`src/rtl/nrf24_tx_pkg.sv`:
```
// Shared types for the nRF24 event TX scheduler: FSM states and the one-byte payload layout.
package nrf24_tx_pkg;

  typedef enum logic [1:0] {IDLE, REQ, WAIT, GAP} state_t;

  localparam int unsigned CH_MSB  = 7;
  localparam int unsigned CH_LSB  = 4;
  localparam int unsigned SEQ_MSB = 3;
  localparam int unsigned SEQ_LSB = 1;
  localparam int unsigned LVL_BIT = 0;

  typedef logic [7:0] payload_t;

  function automatic payload_t make_payload(input logic [3:0] ch, input logic [2:0] seq,
                                            input logic lvl);
    payload_t p;
    p                  = '0;
    p[CH_MSB:CH_LSB]   = ch;
    p[SEQ_MSB:SEQ_LSB] = seq;
    p[LVL_BIT]         = lvl;
    return p;
  endfunction

endpackage

```
`src/rtl/nrf24_cap_sync_edge.sv`:
```
// One capture channel: synchroniser, two-way edge detect and a refresh timer while held high.
module nrf24_cap_sync_edge #(
  parameter int unsigned SYNC_STAGES = 2,
  parameter int unsigned REFRESH_CYC = 2000
) (
  input  logic clk,
  input  logic rst,
  input  logic cap,
  input  logic send,
  output logic lvl,
  output logic evt
);

  localparam int unsigned TW = $clog2(REFRESH_CYC + 1);

  logic [SYNC_STAGES-1:0] sync;
  logic                   s_q;
  logic [TW-1:0]          timer;
  logic                   s;
  logic                   edge_det;
  logic                   refresh;

  assign s        = sync[SYNC_STAGES-1];
  assign edge_det = s ^ s_q;
  assign refresh  = s && (timer == TW'(REFRESH_CYC - 1));
  assign lvl      = s;
  assign evt      = edge_det | refresh;

  always_ff @(posedge clk) begin
    if (rst) begin
      sync  <= '0;
      s_q   <= 1'b0;
      timer <= '0;
    end else begin
      sync <= {sync[SYNC_STAGES-2:0], cap};
      s_q  <= s;
      // wrapping on refresh keeps the timer bounded even if the send is delayed
      if (!s || edge_det || send || refresh)
        timer <= '0;
      else
        timer <= timer + 1'b1;
    end
  end

endmodule

```
`src/rtl/nrf24_event_tx_scheduler.sv`:
```
// Multi-channel event scheduler: round-robin one-byte payloads into the nRF24 TX controller
// over a tx_req/tx_done handshake with timeout, requeue and a forced idle gap.
module nrf24_event_tx_scheduler
  import nrf24_tx_pkg::*;
#(
  parameter int unsigned N_CH        = 4,
  parameter int unsigned SYNC_STAGES = 2,
  parameter int unsigned REFRESH_CYC = 2000,
  parameter int unsigned TIMEOUT_CYC = 65535,
  parameter int unsigned GAP_CYC     = 16
) (
  input  logic            clk,
  input  logic            rst,
  input  logic [N_CH-1:0] cap_in,
  output logic            tx_req,
  output logic [7:0]      tx_data,
  input  logic            tx_done,
  output logic            busy,
  output logic [3:0]      cur_ch,
  output logic [7:0]      timeout_cnt
);

  localparam int unsigned CW   = (N_CH > 1) ? $clog2(N_CH) : 1;
  localparam int unsigned MAXC = (TIMEOUT_CYC > GAP_CYC) ? TIMEOUT_CYC : GAP_CYC;
  localparam int unsigned CNTW = $clog2(MAXC + 1);

  logic [N_CH-1:0] lvl, evt, pend, send, requeue;
  logic [2:0]      seq [N_CH];
  logic [CW-1:0]   rr_ptr, grant;
  logic            found, timeout_hit;
  state_t          state;
  logic [CNTW-1:0] cnt;

  for (genvar i = 0; i < N_CH; i++) begin : g_ch
    nrf24_cap_sync_edge #(.SYNC_STAGES(SYNC_STAGES), .REFRESH_CYC(REFRESH_CYC)) u_cap (
      .clk (clk),
      .rst (rst),
      .cap (cap_in[i]),
      .send(send[i]),
      .lvl (lvl[i]),
      .evt (evt[i])
    );
  end

  always_comb begin
    int unsigned idx;
    idx   = 0;
    found = 1'b0;
    grant = '0;
    for (int unsigned k = 0; k < N_CH; k++) begin
      idx = (32'(rr_ptr) + k) % N_CH;
      if (!found && pend[idx]) begin
        found = 1'b1;
        grant = CW'(idx);
      end
    end
  end

  assign timeout_hit = (state == WAIT) && !tx_done && (cnt == CNTW'(TIMEOUT_CYC - 1));

  always_comb begin
    send    = '0;
    requeue = '0;
    if (state == IDLE && found) send[grant] = 1'b1;
    if (timeout_hit) requeue[cur_ch[CW-1:0]] = 1'b1;
  end

  always_ff @(posedge clk) begin
    if (rst) begin
      state       <= IDLE;
      pend        <= '0;
      rr_ptr      <= '0;
      cnt         <= '0;
      tx_req      <= 1'b0;
      tx_data     <= '0;
      busy        <= 1'b0;
      cur_ch      <= '0;
      timeout_cnt <= '0;
      for (int unsigned i = 0; i < N_CH; i++) seq[i] <= '0;
    end else begin
      // a new event on the channel being granted wins over its clear
      pend   <= (pend & ~send) | evt | requeue;
      tx_req <= 1'b0;
      case (state)
        IDLE: begin
          if (found) begin
            state       <= REQ;
            tx_req      <= 1'b1;
            busy        <= 1'b1;
            tx_data     <= make_payload(4'(grant), seq[grant], lvl[grant]);
            seq[grant]  <= seq[grant] + 3'd1;
            cur_ch      <= 4'(grant);
            rr_ptr      <= (grant == CW'(N_CH - 1)) ? '0 : grant + 1'b1;
            cnt         <= '0;
          end
        end
        REQ: begin
          state <= WAIT;
          cnt   <= cnt + 1'b1;
        end
        WAIT: begin
          if (tx_done) begin
            state <= GAP;
            cnt   <= '0;
          end else if (timeout_hit) begin
            state <= GAP;
            cnt   <= '0;
            if (timeout_cnt != 8'hFF) timeout_cnt <= timeout_cnt + 8'd1;
          end else begin
            cnt <= cnt + 1'b1;
          end
        end
        GAP: begin
          if (cnt == CNTW'(GAP_CYC - 1)) begin
            state <= IDLE;
            busy  <= 1'b0;
          end else begin
            cnt <= cnt + 1'b1;
          end
        end
        default: state <= IDLE;
      endcase
    end
  end

endmodule
```
`config.mk`:
```
export PLATFORM = sky130hd
export DESIGN_NAME = nrf24_event_tx_scheduler
export DESIGN_NICKNAME = d
export VERILOG_FILES = /design/src/rtl/nrf24_tx_pkg.sv /design/src/rtl/nrf24_cap_sync_edge.sv /design/src/rtl/nrf24_event_tx_scheduler.sv
export SDC_FILE = /design/constraint.sdc
export NUM_CORES = 1
export LEC_CHECK = 0
export CORE_MARGIN = 2
export CORE_UTILIZATION = 53
export DETAILED_ROUTE_END_ITERATION = 6
export GPL_TIMING_DRIVEN = 0
export HOLD_SLACK_MARGIN = 0.12
export PLACE_DENSITY = 0.75
export SETUP_SLACK_MARGIN = 0.3
export SLEW_MARGIN = 20
export SYNTH_ARGS = -nofsm -noshare
export SYNTH_HDL_FRONTEND = slang
export SYNTH_SLANG_ARGS = --single-unit
export TNS_END_PERCENT = 30
```
`constraint.sdc`:
```
create_clock -name clk -period 2.25 [get_ports clk]
set_input_delay 0.5625 -clock clk [delete_from_list [all_inputs] [get_ports clk]]
set_output_delay 0.5625 -clock clk [all_outputs]
set_load 0.005 [all_outputs]
```
==> qor.yml, run 1 <==
status: "finished clean"
crit_required_ns: 2.39
grt_pass1_wl_mm: 15.9
layout_common_cells: "dfxtp_1, nor2_1, nand2_1"
synth-main-ff-cell: "dfxtp_1"
synth_largest_area_cell: "dfxtp_1"
start_kind: "register"
finalSetupViolCount: 0
drive_above_1_share: 0.161
synth-seq-cells: 108
wl_mm: 9.77
num_io_pins: 29
synthCells: 525
first_iter_violations: 225
clockPowerShare: 0.246
path_class: "register to register"
die_w_um: 100
rsz0062_at_grt: "yes"
yosysSeqAreaShare: 0.468
numPortBuffers: 24
dieHeight_um: 100
firstDrtPassIters: 4
synth_cell_types: 50
coreArea_mm2: 0.00906
finalNonFillerCells: 702
drtAntennaViolNets: 0
cts_tree: "built"
power_uw: 4240
cts-buffers-inserted: 9
drc_errors: 0
dieArea_mm2: 0.00999
p_leak_uw: 0.00213
drt-wirelength-per-cell_um: 13.9
postCtsHoldBufs: 0
synth_edf_count: 12
maxCapViolCount: 0
p_seq_frac: 0.506
multiInputGateArea_mm2: 0.00261
viasPerCell: 5.31
crit_arrival_ns: 2.25
start_util: 0.538
design_area_mm2: 0.00583
insertedDiodeCount: 0
synth_warnings: 0
cts.path.max_buffers: 2
grt_usage: 0.199
clkTransAtPathRegs_ns: 0.10
hp-class: "register to register"
async_reset_ff_frac: 0
clkSinkCount: 108
htreeDepth: 3
grt_pass1_vias: 3485
ir_drop_mv: 0.425
grt_max_degree: 18
internal-power_uw: 2980
placed_area_mm2: 0.00530
cp_max_fo: 9
antenna_found_initial: 0
fill_cells: 752
finalCriticalPeriod_ns: 2.11
syn_to_final_growth_pct: 19.5
slew_headroom: 0.629
hold_violations: 0
ys_top_cells_by_area: "dfxtp_1, edfxtp_1, nor2_1"
tightest_slew_ns: 0.557
layout.cells.most_common: "dfxtp_1"
swShare: 0.296
p_comb_frac: 0.248
hold_ws_ns: 0.446
slew_viol_final: 0
hold_start: "g_ch[0].u_cap.timer[0]"
endpoint_kind: "register"
gp_congestion: 0.840
cts-root-buf: "clkbuf_8"
nNetsFinal: 614
syn-cell-area_mm2: 0.00488
period_share: 0.939
rr_startpoint: "pend[0]"
clock_skew_ns: 0.0122
max_freq_mhz: 473
p_switching_uw: 1250
cp-startpoint: "pend[0]"
register_area_mm2: 0.00230
std_cell_rows: 35
grt-ovfl-total: 0
yosysTopAreaCellShare: 0.394
num_vias: 3726
synth.avg_cell_area_um2: 9.30
dp_cells: 663
dp_hpwl_mm: 6.55
clk_latency_ns: 0.38
power.density_mw_per_mm2: 726
worst max-delay path: stages, from the launching register on:
cell and delay, ns:
dfxtp_4 0.41, a21oi_2 0.06, o21a_1 0.21, o22ai_4 0.24, inv_6 0.09, mux2i_1 0.14
mux2_4 0.30, inv_4 0.08, ha_4 0.15, xnor2_4 0.13, nor2b_1 0.06
worst paths after layout:
| check | end | slack [ns] | cells past startpoint |
|---|---|---|---|
| max | seq[1][2] | 0.14 | 10 |
| min | g_ch[0].u_cap.timer[0] | 0.45 | 1 |
| max reg2reg | seq[1][2] | 0.14 | 10 |
| min reg2reg | g_ch[0].u_cap.timer[0] | 0.45 | 1 |
sequential cells by signal (all words and copies together) (netlist names):
signal,count
cur_ch,2
g_ch.u_cap.timer,44
timeout_cnt,8
state,2
tx_data,4
rr_ptr,2
g_ch.u_cap.sync,8
pend,4
cnt,16
g_ch.u_cap.s_q,4
busy,1
seq,12
tx_req,1
metrics by stage:
| step | TNS, ns | setup WS, ns | utilization |
|---|---|---|---|
| 6_report | 0 | 0.138 | 0.643 |
| 5_1_grt | 0 | 0.0656 | 0.643 |
| 4_1_cts | 0 | 0.212 | 0.621 |
| 3_5_place_dp | -13.74 | -0.318 | 0.585 |
| 3_3_place_gp | -12.56 | -0.340 | 0.585 |
| 2_1_floorplan | 0 | 0.199 | - |
power groups by stage:
stage	sequential [uW]	clock (uW)	combinational [uW]
after global routing	2150	1150	1160
after floorplan	2170	0	539
after CTS	2140	1080	893
after detailed placement	2180	0	772
final	2140	1040	1050
after global placement	2180	0	748
cell usage after synthesis (all sizes together) (3+ instances only):
| cell type | number |
|---|---|
| dfxtp | 96 |
| nor2 | 81 |
| nand2 | 34 |
| xnor2 | 33 |
| nand3 | 25 |
| a21oi | 24 |
| nor2b | 22 |
| and3 | 21 |
| ha | 21 |
| xor2 | 20 |
| inv | 14 |
| clkbuf | 12 |
| edfxtp | 12 |
| mux2i | 11 |
| o21ai | 9 |
| buf | 8 |
| nand3b | 8 |
| nand4 | 8 |
| nor3 | 7 |
| and2 | 6 |
| nor4 | 6 |
| or3 | 6 |
| a211oi | 5 |
| nand2b | 5 |
| or2 | 4 |
| a21o | 3 |
| and4 | 3 |
logic make-up (layout without fill, tap and decap cells):
family	count (synthesis)	count (layout)	share of synthesized area
xor gates and xnor gates	53	53	0.0966
adders and majority gates	21	21	0.0538
muxes	14	14	0.0318
AOI/OAI and AO/OA	51	51	0.0646
other	1	4	0.000768
buffers and inverters	34	97	0.0323
and+or+nand+nor	243	243	0.253
DFF	108	108	0.468
layer usage:
| layer | global-route usage | wire (um) | share of wire | vias up |
|---|---|---|---|---|
| met5 | 0 | 0 | 0 | - |
| met4 | 0.0569 | 102 | 0.010 | 0 |
| met1 | 0.255 | 4500 | 0.46 | 1761 |
| met3 | 0.0529 | 381 | 0.039 | 12 |
| met2 | 0.332 | 4790 | 0.49 | 47 |
| li1 | - | - | - | 1906 |
area by class of cell:
cell class / count / area share
multi-input combinational: 386 / 0.447
tap: 111 / 0.0238
inverter: 14 / 0.0103
clock buffer: 12 / 0.0232
buffer: 20 / 0.0255
sequential: 108 / 0.394
timing repair buffer: 47 / 0.0708
clock inverter: 4 / 0.00450
timing repair:
action,CTS,global route
hold endpoints to repair,0,0
buffers inserted,11,12
resized for setup,28,36
pin swaps,2,6
setup endpoints to repair,100,91
(Power assumes the default switching activity.)
==> inputs of run 2 (changes only) <==
--- a/config.mk
+++ b/config.mk
@@ -6,11 +6,11 @@
 export NUM_CORES = 1
 export LEC_CHECK = 0
 export CORE_MARGIN = 2
-export CORE_UTILIZATION = 53
+export CORE_UTILIZATION = 60
 export DETAILED_ROUTE_END_ITERATION = 6
 export GPL_TIMING_DRIVEN = 0
 export HOLD_SLACK_MARGIN = 0.12
-export PLACE_DENSITY = 0.75
+export PLACE_DENSITY = 0.8
 export SETUP_SLACK_MARGIN = 0.3
 export SLEW_MARGIN = 20
 export SYNTH_ARGS = -nofsm -noshare
==> constraint.sdc (replaced) <==
create_clock -name clk -period 2.73 [get_ports clk]
set_input_delay 0.6825 -clock clk [delete_from_list [all_inputs] [get_ports clk]]
set_output_delay 0.6825 -clock clk [all_outputs]
set_load 0.005 [all_outputs]
==> run 2 against run 1 <==
Cell count fell by 4.3%; wire length down 4.6%; power down 16%; non-clock buffer count is 21 lower; die area decreased by 11%; combinational power fell by 39%; first-iteration DRC count is 35% lower; sequential power shrank 17%; critical path depth is 1 lower; worst setup slack better by 0.24 ns; largest power group unchanged; highest routed layer unchanged.
==> qor.yml, run 2 (synthesized netlist as in run 1, its figures left out) <==
rsz0062_at_grt: "yes"
p_leak_uw: 0.00199
finalWorstSetupSlack_ns: 0.380
met3_usage: 0.0457
clock_skew_ns: 0.00586
drtAntennaViolNets: 0
slew_headroom: 0.509
crit_slowest_cell: "dfxtp_1"
grt-ovfl-total: 0
num_io_pins: 29
slew_viol_final: 0
critPathTopFamily: "simple AND/OR/NAND/NOR gates"
regMostFlops: "g_ch.u_cap.timer"
layout_common_cells: "dfxtp_1, nor2_1, nand2_1"
dieArea_mm2: 0.00887
layout.cells.most_common: "dfxtp_1"
ir_drop_mv: 0.441
finalSetupViolCount: 0
drc_errors: 0
syn_to_final_growth_pct: 13.8
status: "finished clean"
busiest_layer: "met2"
postCtsHoldBufs: 0
start_util: 0.625
largest_reg_flops: 44
endpoint_kind: "register"
cp_num_buf_inv: 4
met2_usage: 0.374
insertedDiodeCount: 0
crit_required_ns: 2.85
hp-class: "register to register"
cts-root-buf: "clkbuf_8"
tightest_slew_ns: 0.732
grt_pass1_wl_mm: 15.8
grt_max_degree: 18
nNetsFinal: 593
crit_arrival_ns: 2.47
grt_use_met1: 0.285
firstDrtPassIters: 4
clkTransAtPathRegs_ns: 0.09
path_class: "register to register"
path_cells: "inv_1, ha_1, clkbuf_2, nor2b_1, nand2b_1, buf_2, inv_1, and3_1, or2_1"
grt_pass1_vias: 3567
cp_slowest_stage_delay_ns: 0.41
max_freq_mhz: 426
std_cell_rows: 32
hold_violations: 0
num_vias: 3654
viasPerCell: 5.44
first_iter_violations: 146
maxCapViolCount: 0
antenna_found_initial: 0
dp_hpwl_mm: 6.62
period_share: 0.861
fill_cells: 596
cts-buffers-inserted: 9
cp_max_fo: 10
grt_usage: 0.225
power.density_mw_per_mm2: 640
dieHeight_um: 94.2
cpMostUsedCell: "inv_1"
tns_ns: 0
numPortBuffers: 24
clkSinkCount: 108
cts.path.max_buffers: 2
finalCriticalPeriod_ns: 2.35
die_w_um: 94.2
dpl_worst_slack_ns: 0.0594
wl_mm: 9.32
reg_top3: "g_ch.u_cap.timer (44), cnt (16), seq (12)"
coreArea_mm2: 0.00781
htreeDepth: 3
clk_latency_ns: 0.37
drt-wirelength-per-cell_um: 13.9
cts_tree: "built"
start_kind: "register"
drive_above_1_share: 0.0737
gp_congestion: 0.842
-- run 2: cell types whose count changed in the layout (fill, tap and decap cells not counted), moves of 3 or more --
cell / before / now
a21oi_1: 20 / 23
dfxtp_1: 87 / 92
buf_4: 30 / 8
dfxtp_2: 6 / 3
clkbuf_1: 6 / 11
a21oi_2: 4 / 1
buf_6: 4 / 0
-- run 2: layout make-up --
type	count	area, um^2	area share
inverters	14	57.6	0.0104
repair buffers	26	255	0.0460
well taps	102	128	0.0230
clock inverters	3	65.1	0.0117
flip-flops and latches	108	2290	0.412
plain buffers	20	104	0.0187
clock buffers	13	181	0.0327
multi-input cells	386	2470	0.445
-- run 2: worst paths after layout --
path / cells after the start / from / slack [ns] / endpoint
max: 9 / state[0] / 0.38 / seq[1][1]
min: 1 / g_ch[1].u_cap.sync[0] / 0.44 / g_ch[1].u_cap.sync[1]
max reg2reg: 9 / state[0] / 0.38 / seq[1][1]
min reg2reg: 1 / g_ch[1].u_cap.sync[0] / 0.44 / g_ch[1].u_cap.sync[1]
-- run 2: power breakdown --
group,switching [uW],internal (uW),leakage (uW)
Combinational,365,272,0.000964
Clock,519,628,0.000124
Sequential,71.3,1700,0.000904
Total,955,2600,0.00199
-- run 2: worst reg2reg max path: stages, from the launching register on --
cell and delay (ns):
dfxtp_1 0.41, inv_1 0.11, ha_1 0.21, clkbuf_2 0.20, nor2b_1 0.20, nand2b_1 0.09, buf_2 0.26, inv_1 0.13
and3_1 0.22, or2_1 0.28
-- run 2: stage by stage --
step | cell area [um^2] | utilization | cells | hold slack (ns) | total power [uW]
floorplan | 4890 | - | 528 | 0.413 | 2200
global placement | 5260 | 0.674 | 654 | 0.419 | 2380
detailed placement | 5260 | 0.674 | 654 | 0.425 | 2400
CTS | 5510 | 0.705 | 670 | 0.447 | 3540
global route | 5550 | 0.711 | 672 | 0.465 | 3700
finish | 5550 | 0.711 | 672 | 0.443 | 3550
-- run 2: timing repair --
action,CTS,global route
pin swaps,0,2
setup buffers,0,2
gates resized for setup,1,13
setup endpoints to repair,41,67
-- run 2: per-layer routing --
| layer | wire [um] | share of wire | vias up |
|---|---|---|---|
| li1 | - | - | 1857 |
| met1 | 4260 | 0.46 | 1726 |
| met2 | 4510 | 0.48 | 57 |
| met3 | 389 | 0.042 | 14 |
| met4 | 164 | 0.018 | 0 |
| met5 | 0 | 0 | - |
